--- config.mk ---
export PLATFORM = sky130hd
export DESIGN_NAME = rv_hazard_unit
export DESIGN_NICKNAME = d
export VERILOG_FILES = /design/src/rtl/rv_hazard_unit_pkg.sv /design/src/rtl/rv_scoreboard.sv /design/src/rtl/rv_hazard_unit.sv
export SDC_FILE = /design/constraint.sdc
export NUM_CORES = 1
export LEC_CHECK = 0
export CAP_MARGIN = 30
export CORE_ASPECT_RATIO = 2
export CORE_UTILIZATION = 45
export CTS_BUF_LIST = sky130_fd_sc_hd__clkbuf_16
export CTS_CLUSTER_DIAMETER = 80
export DETAILED_ROUTE_END_ITERATION = 6
export PLACE_DENSITY_LB_ADDON = 0.12
export SYNTH_ARGS = -nofsm -noshare
export SYNTH_HDL_FRONTEND = slang
export SYNTH_SLANG_ARGS = --single-unit
--- constraint.sdc ---
create_clock -name clk -period 6.5 [get_ports clk]
set_input_delay 1.625 -clock clk [delete_from_list [all_inputs] [get_ports clk]]
set_output_delay 1.625 -clock clk [all_outputs]
set_load 0.01 [all_outputs]
--- src/rtl/rv_hazard_unit_pkg.sv ---
// Shared types and select codes for the pipeline hazard unit.
package rv_hazard_unit_pkg;

  typedef logic [1:0] fwd_sel_t;

  localparam fwd_sel_t FWD_NONE = 2'b00;
  localparam fwd_sel_t FWD_WB   = 2'b10;
  localparam fwd_sel_t FWD_MEM  = 2'b11;

  // MEM beats WB; x0 is hardwired and never forwarded.
  function automatic fwd_sel_t fwd_pick(logic rs_nonzero, logic mem_hit, logic wb_hit);
    if (!rs_nonzero)  return FWD_NONE;
    else if (mem_hit) return FWD_MEM;
    else if (wb_hit)  return FWD_WB;
    else              return FWD_NONE;
  endfunction

endpackage

--- src/rtl/rv_scoreboard.sv ---
// Pending-write scoreboard for the multi-cycle MDU, with bypassed read ports.
module rv_scoreboard #(
  parameter int unsigned REG_AW = 5,
  parameter int unsigned NUM_RD = 2
) (
  input  logic                     clk,
  input  logic                     rst_n,
  input  logic                     set_en,
  input  logic [REG_AW-1:0]        set_rd,
  input  logic                     clr_en,
  input  logic [REG_AW-1:0]        clr_rd,
  input  logic [NUM_RD*REG_AW-1:0] rd_addr,
  output logic [NUM_RD-1:0]        rd_busy,
  output logic                     any_busy,
  output logic [2**REG_AW-1:0]     busy
);

  logic [2**REG_AW-1:0] busy_q, busy_d, set_mask, busy_eff;

  always_comb begin
    set_mask = '0;
    if (set_en && (set_rd != '0)) set_mask[set_rd] = 1'b1;
    busy_d = busy_q;
    if (clr_en) busy_d[clr_rd] = 1'b0;
    // Set applied after clear so a same-register issue wins over writeback.
    busy_d = busy_d | set_mask;
  end

  always_ff @(posedge clk or negedge rst_n) begin
    if (!rst_n) busy_q <= '0;
    else        busy_q <= busy_d;
  end

  // The issuing register already counts as busy in its issue cycle.
  assign busy_eff = busy_q | set_mask;

  for (genvar i = 0; i < NUM_RD; i++) begin : g_rd
    assign rd_busy[i] = busy_eff[rd_addr[i*REG_AW +: REG_AW]];
  end

  assign any_busy = |busy_eff;
  assign busy     = busy_q;

endmodule

--- src/rtl/rv_hazard_unit.sv ---
// EX operand forwarding, load-use / MDU stall detection and branch flush sequencing.
module rv_hazard_unit
  import rv_hazard_unit_pkg::*;
#(
  parameter int unsigned NUM_SRC   = 2,
  parameter int unsigned REG_AW    = 5,
  parameter int unsigned FLUSH_CYC = 1,
  parameter int unsigned CNT_W     = 32
) (
  input  logic                      clk,
  input  logic                      rst_n,
  input  logic [NUM_SRC*REG_AW-1:0] id_rs,
  input  logic [NUM_SRC-1:0]        id_rs_used,
  input  logic [NUM_SRC*REG_AW-1:0] ex_rs,
  input  logic [REG_AW-1:0]         ex_rd,
  input  logic                      ex_reg_write,
  input  logic                      ex_mem_read,
  input  logic [REG_AW-1:0]         mem_rd,
  input  logic                      mem_reg_write,
  input  logic                      mem_mem_read,
  input  logic [REG_AW-1:0]         wb_rd,
  input  logic                      wb_reg_write,
  input  logic                      id_is_mdu,
  input  logic                      mdu_issue,
  input  logic [REG_AW-1:0]         mdu_issue_rd,
  input  logic                      mdu_wb,
  input  logic [REG_AW-1:0]         mdu_wb_rd,
  input  logic                      branch_taken,
  output logic [NUM_SRC*2-1:0]      fwd_sel,
  output logic                      stall_if,
  output logic                      stall_id,
  output logic                      bubble_ex,
  output logic                      flush_id,
  output logic [2**REG_AW-1:0]      sb_busy,
  output logic [CNT_W-1:0]          stall_cnt
);

  logic [NUM_SRC-1:0] lu_src, sb_src, sb_rd_busy;
  logic               sb_any;
  logic               load_use, sb_hit, flushing, stall;
  logic [1:0]         fcnt_q, fcnt_d;
  logic [CNT_W-1:0]   stall_cnt_q, stall_cnt_d;

  rv_scoreboard #(
    .REG_AW (REG_AW),
    .NUM_RD (NUM_SRC)
  ) u_scoreboard (
    .clk      (clk),
    .rst_n    (rst_n),
    .set_en   (mdu_issue),
    .set_rd   (mdu_issue_rd),
    .clr_en   (mdu_wb),
    .clr_rd   (mdu_wb_rd),
    .rd_addr  (id_rs),
    .rd_busy  (sb_rd_busy),
    .any_busy (sb_any),
    .busy     (sb_busy)
  );

  for (genvar i = 0; i < NUM_SRC; i++) begin : g_src
    logic [REG_AW-1:0] ex_r, id_r;
    assign ex_r = ex_rs[i*REG_AW +: REG_AW];
    assign id_r = id_rs[i*REG_AW +: REG_AW];

    // A load in MEM has no data yet, so it is not a forwarding source.
    assign fwd_sel[i*2 +: 2] = fwd_pick(ex_r != '0,
                                        (ex_r == mem_rd) && mem_reg_write && !mem_mem_read,
                                        (ex_r == wb_rd) && wb_reg_write);

    assign lu_src[i] = id_rs_used[i] && (id_r != '0) && ex_mem_read && ex_reg_write &&
                       (id_r == ex_rd);
    assign sb_src[i] = id_rs_used[i] && sb_rd_busy[i];
  end

  assign load_use = |lu_src;
  // Only one MDU op may be in flight, so a new MDU op waits for any pending write.
  assign sb_hit   = (|sb_src) || (id_is_mdu && sb_any);

  assign flushing  = branch_taken || (fcnt_q != '0);
  assign stall     = rst_n && (load_use || sb_hit) && !flushing;
  assign stall_if  = stall;
  assign stall_id  = stall;
  assign bubble_ex = stall || (rst_n && branch_taken);
  assign flush_id  = rst_n && flushing;

  always_comb begin
    fcnt_d = fcnt_q;
    if (branch_taken)        fcnt_d = 2'(FLUSH_CYC - 1);
    else if (fcnt_q != '0)   fcnt_d = fcnt_q - 2'd1;
  end

  always_comb begin
    stall_cnt_d = stall_cnt_q;
    if (stall && (stall_cnt_q != '1)) stall_cnt_d = stall_cnt_q + CNT_W'(1);
  end

  always_ff @(posedge clk or negedge rst_n) begin
    if (!rst_n) begin
      fcnt_q      <= '0;
      stall_cnt_q <= '0;
    end else begin
      fcnt_q      <= fcnt_d;
      stall_cnt_q <= stall_cnt_d;
    end
  end

  assign stall_cnt = stall_cnt_q;

endmodule

* Yosys cells after proc, flatten, opt, wreduce, memory -nomap -nowiden
Cells that the tools add are included.
** Word-level totals
- Flip-flop bits (word level) :: 66
- Latch bits :: 0
- RAM bits :: 0
- Bits in read-only memories :: 0
- Bits of input ports :: 58
- Output and inout bits :: 72
- Memories :: 0
** Cells by class
- Add/subtract/negate cells :: 2
- Multiply operators :: 0
- Div/mod/pow operators :: 0
- $lt $le $gt $ge :: 6
- Eq/ne operators :: 7
- Shift-type cells :: 0
- Mux-type cells :: 18
- Bitwise gates (word level) :: 4
- Reduce and logical (&&, ||, !) cells :: 41
** Operators with widths (number)
- $mux 32 :: 2
- $or 32x32->32 :: 2
- $add 32x1->32 const B :: 1
- $and 32x32->32 :: 1
- $ne 32x32->1 const B :: 1
- $not 32->32 :: 1
- $reduce_or 32->1 :: 1
- $eq 5x5->1 :: 6
- $logic_and 1x1->1 :: 25
- $reduce_bool 5->1 :: 5
- $lt 5x6->1 const B :: 4
- $mux 2 :: 8
- $bmux 1 s5 :: 2
- $demux 1 s5 :: 2
- $ge 5x1->1 const B :: 2
- $logic_or 1x1->1 :: 4
- $mux 1 :: 4
- $reduce_bool 2->1 :: 2
- $reduce_or 2->1 :: 2
- $logic_not 1->1 :: 2
- $sub 2x1->2 const B :: 1

* Depth between registers and ports, before layout
- Depth in word-level cells :: 15
- Depth in mapped cells :: 13
- Gate-level depth less buffers :: 9

* Hierarchy
Synthesis repeated with hierarchy kept, for this count alone.
** Second synthesis, totals
- Cells, all modules :: 519
- Area total of the unflattened synthesis :: 4787.1 sq um
** By module, submodules not included
- rv_scoreboard :: times used 1, cells an instance 294, area an instance 2637.5 sq um
- rv_hazard_unit :: times used 1, cells an instance 225, area an instance 2149.6 sq um

* Least setup slack after synthesis
Ideal clock, no wire load.
- Path type :: input to output
- Start point :: input port mdu_issue_rd[2]
- End point :: output port stall_if
- Arrival :: 3702 ps
- Slack :: 1173 ps
- Stages :: 11
- Path through :: or2_1 > maj3_2 > o2111ai_1 > nand4_1 > o31a_1 > o21a_1 > nor3_4 > buf_6 > buf_6 > inv_1 > buf_4
** On the way
- Word-level cells in the longest chain between the ends :: 14
- Elaborated cells on any way between the ends :: 22
** Ends and longest elaborated chain
- from (decl) :: line rv_hazard_unit.sv:25 : input logic [REG_AW-1:0] mdu_issue_rd,
- $lt 5x6->1 (implied by the code) / $ge 5x1->1 (equally long branches) :: line rv_scoreboard.sv:22 : if (set_en && (set_rd != '0)) set_mask[set_rd] = 1'b1;
- $logic_and 1x1->1 (implied by the code) :: line rv_scoreboard.sv:22
- $mux 1 (implied by the code) :: line rv_scoreboard.sv:22
- $demux 1 s5
- $mux 32 * :: line rv_scoreboard.sv:22
- $or 32x32->32 * :: line rv_scoreboard.sv:35 : assign busy_eff = busy_q | set_mask;
- $bmux 1 s5 :: line rv_scoreboard.sv:38 : assign rd_busy[i] = busy_eff[rd_addr[i*REG_AW +: REG_AW]];
- $mux 1 (implied by the code) :: line rv_scoreboard.sv:38
- $logic_and 1x1->1 :: line rv_hazard_unit.sv:72 : assign sb_src[i] = id_rs_used[i] && sb_rd_busy[i];
- $reduce_or 2->1 :: line rv_hazard_unit.sv:77 : assign sb_hit = (|sb_src) || (id_is_mdu && sb_any);
- $logic_or 1x1->1 * :: line rv_hazard_unit.sv:77
- $logic_or 1x1->1 * :: line rv_hazard_unit.sv:80 : assign stall = rst_n && (load_use || sb_hit) && !flushing;
- $logic_and 1x1->1 * (2 in a row) :: line rv_hazard_unit.sv:80
- to (decl) :: line rv_hazard_unit.sv:30 : output logic stall_if,
Mark *: on every way between the ends. The rest lies on a longest branch, timed or not. The select of a mux whose other input is x is not followed.

* Final worst setup path
- Start point :: input port mdu_issue_rd[1]
- End point :: output port stall_if
The elaborated chain is that of the path after synthesis.

==> results.json <==
{
  "core_um2": 10480,
  "avgRoutedWirePerCell_um": 22.94,
  "rr_endpoint": "stall_cnt[1]$_DFFE_PN0P_",
  "rrSetupSlack_ns": 3.28,
  "nNetsFinal": 729,
  "cap_violations": 0,
  "synth-async-reset-ratio_pct": 100.0,
  "slowest_delay_ns": 0.57,
  "tns_ns": 0,
  "path_depth": 11,
  "synth_flop_cell": "dfrtp_1",
  "start_util_pct": 45.93,
  "yosys.area_share.simple_pct": 26.83,
  "place_area_um2": 6285,
  "synth_compound_area_share_pct": 17.26,
  "drive_above_1_share_pct": 11.28,
  "syn_nets": 596,
  "synthXorXnorAreaFrac_pct": 11.99,
  "io_pins": 130,
  "grt_overflow": 0,
  "dieWidth_um": 75.12,
  "leakagePower_uw": 0.002638,
  "drc": 0,
  "cts_tree": "built",
  "fmax_mhz": 154.5,
  "yosysWarnings": 0,
  "cp.required_ns": 4.88,
  "ys_top_cells_by_count": "o21ai_0 (70), dfrtp_1 (66), nor2_1 (35), xnor2_1 (35), nand2_1 (34)",
  "place_hpwl_um": 14100,
  "dr.pass1.iters": 6,
  "yosys.area.top_type": "dfrtp_1",
  "synth.top_cell.area_share_pct": 34.32,
  "synth_edf_count": 0,
  "antenna_found_initial": 0,
  "worst_slew_pin_slew_ns": 0.7454,
  "worst_hold_slack_ns": 0.4938,
  "hold_viol": 0,
  "ctsHoldBuffers": 0,
  "portBuffers": 129,
  "rows": 53,
  "period_needed_ns": 6.472,
  "post-route-period-util_pct": 99.56,
  "ir_worst_vdd_mv": 0.2071,
  "synth.most_common_cell": "o21ai_0",
  "synth_seq_cells": 66,
  "crit_top_cell": "clkdlybuf4s50_1",
  "rsz0062_at_grt": "false",
  "synth_top_family_by_area": "simple AND/OR/NAND/NOR gates",
  "yosys.area_share.adder_pct": 0.7540,
  "crit_end": "stall_if",
  "critPathTopFamily": "compound AO/OA/AOI/OAI gates",
  "worstPathArrival_ns": 4.85,
  "clk_pin_slew_worst_paths_ns": 0.05,
  "status": "finished, final reports clean",
  "hold_class": "reg2reg",
  "relSlewSlack_pct": 50.13,
  "synth_area_leaders": "dfrtp_1 (34%), o21ai_0 (7.3%), xnor2_1 (6.4%)",
  "reg2regPathDepth": 10,
  "synth_area_um2": 4812,
  "setup_violations": 0,
  "grt_util_all_layers_pct": 35.23,
  "critical_path_peak_fanout": 22,
  "startpoint": "mdu_issue_rd[1]",
  "diodes": 0,
  "crit_type": "in2out",
  "r2r_start": "u_scoreboard.busy[12]$_DFF_PN0_",
  "muxShareOfSynthArea_pct": 4.498,
  "first_global_vias": 5300,
  "root_buffer": "clkbuf_16",
  "crit_chain": "clkdlybuf4s50_1, buf_12, nor2_1, a21oi_1, o221a_2, o211ai_1, o2111ai_1, a31oi_2, nor3_4, inv_1, clkdlybuf4s50_1",
  "finalClockSkew_ns": 0.007287,
  "cts_made_buffers": 9,
  "cpMaxStageDelayCell": "nor2_1",
  "drv_slew": 0,
  "drt_iter0_drc": 386,
  "clk_latency_ns": 0.34,
  "crit_buf_inv": 4,
  "endpoint_kind": "output pin",
  "clkSinkCount": 66,
  "fin_area_um2": 6658,
  "start_kind": "input port",
  "grt_pass1_wl_um": 28280,
  "p_per_area_nw_per_um2": 253.1,
  "vias_per_cell": 6.277,
  "htree_num_levels": 3,
  "ys_seq_area_share_pct": 34.32,
  "avgSynthCellArea_um2": 8.978,
  "die_height_um": 148.2,
  "die_area_um2": 11140,
  "synthCells": 536,
  "cts_buffer_depth": 2,
  "totalWireLength_um": 18600,
  "syn2layout_area_growth_pct": 38.35,
  "grt_max_degree": 29,
  "antenna_left": 0,
  "yosysUniqueCellTypes": 76,
  "vias": 5091,
  "finalWeightedCongestion": 1.104
}
[timing repair]
item,4_1_cts,5_1_grt
gates resized for setup,0,1
setup endpoints to repair,0,1
buffers inserted,0,0
[layout by cell type, fill, tap and decap left out, types with 3 or more instances in the layout]
master,synthesis,routed
nor2b_1,3,3
xor2_1,29,29
or3b_2,3,3
nor3_1,20,20
o31ai_1,3,3
o41ai_1,4,4
nor3_2,7,7
nor4_2,4,5
o21ai_0,70,70
xnor2_1,35,35
nor4_1,17,16
o2111ai_1,3,3
bufinv_16,0,4
mux2i_1,10,10
clkbuf_16,0,9
and3_1,9,9
nand2_1,34,34
nand2b_1,7,7
or3_1,5,5
buf_4,6,19
dfrtp_1,66,66
nand4_1,14,14
o311ai_0,3,3
inv_1,11,11
nand3b_1,6,6
mux2_2,7,7
nor2_1,35,35
or4_1,4,4
o211ai_1,6,6
a21oi_1,12,12
nand3_1,20,20
clkdlybuf4s50_1,0,128
[report_power, final]
| group | switching [uW] | internal, uW |
|---|---|---|
| Combinational | 257 | 261 |
| Sequential | 95.1 | 474 |
| Clock | 186 | 413 |
| Total | 538 | 1150 |
[how the worst min path moves through the flow]
stage | startpoint | endpoint | slack [ns] | depth (start not counted)
after floorplan | fcnt_q[1]$_DFFE_PN0N_ | fcnt_q[1]$_DFFE_PN0N_ | 0.48 | 2
after global placement | stall_cnt[21]$_DFFE_PN0P_ | stall_cnt[21]$_DFFE_PN0P_ | 0.47 | 1
after detailed placement | stall_cnt[5]$_DFFE_PN0P_ | stall_cnt[5]$_DFFE_PN0P_ | 0.49 | 1
after CTS | stall_cnt[14]$_DFFE_PN0P_ | stall_cnt[14]$_DFFE_PN0P_ | 0.50 | 1
after global routing | stall_cnt[21]$_DFFE_PN0P_ | stall_cnt[21]$_DFFE_PN0P_ | 0.51 | 1
final | stall_cnt[14]$_DFFE_PN0P_ | stall_cnt[14]$_DFFE_PN0P_ | 0.49 | 1
[sequential cells by signal, summed over array words and instances (netlist names)]
name and cells:
u_scoreboard.busy 32, stall_cnt 32, fcnt_q 2
[routing by layer]
| layer | track usage (%) | routed length [um] | vias up |
|---|---|---|---|
| met5 | 0 | 0 | - |
| met4 | 28.96 | 1609 | 0 |
| li1 | - | - | 2265 |
| met2 | 61.85 | 9927 | 278 |
| met1 | 33.23 | 5873 | 2446 |
| met3 | 7.520 | 1190 | 102 |
[final cells by class]
cell class              instances  area [um^2]
clock buffers                   9        225.2
clock inverters                 7        141.4
fillers                       951         3820
inverters                      11        41.29
multi-input cells             431         2958
flip-flops and latches         66         1652
well taps                     137        171.4
repair buffers                150         1469
[cell families after synthesis]
logic type,count (synthesis)
AND/OR/NAND/NOR,212
multiplexers,19
buffers and inverters,39
adder cells (fa/ha/maj),3
AO/OA/AOI/OAI,132
flip-flops,66
XOR/XNOR,65
[metrics by stage]
step	total power (uW)	worst slack, ns	std cells	util (%)
floorplan	795.5	1.173	536	-
global placement	1068	0.2057	795	59.98
detailed placement	1076	0.1418	795	59.98
CTS	1678	0.1429	811	63.48
global route	1750	0.01437	811	63.54
finish	1685	0.02828	811	63.54
No activity file was read; power rests on OpenSTA's default activity.
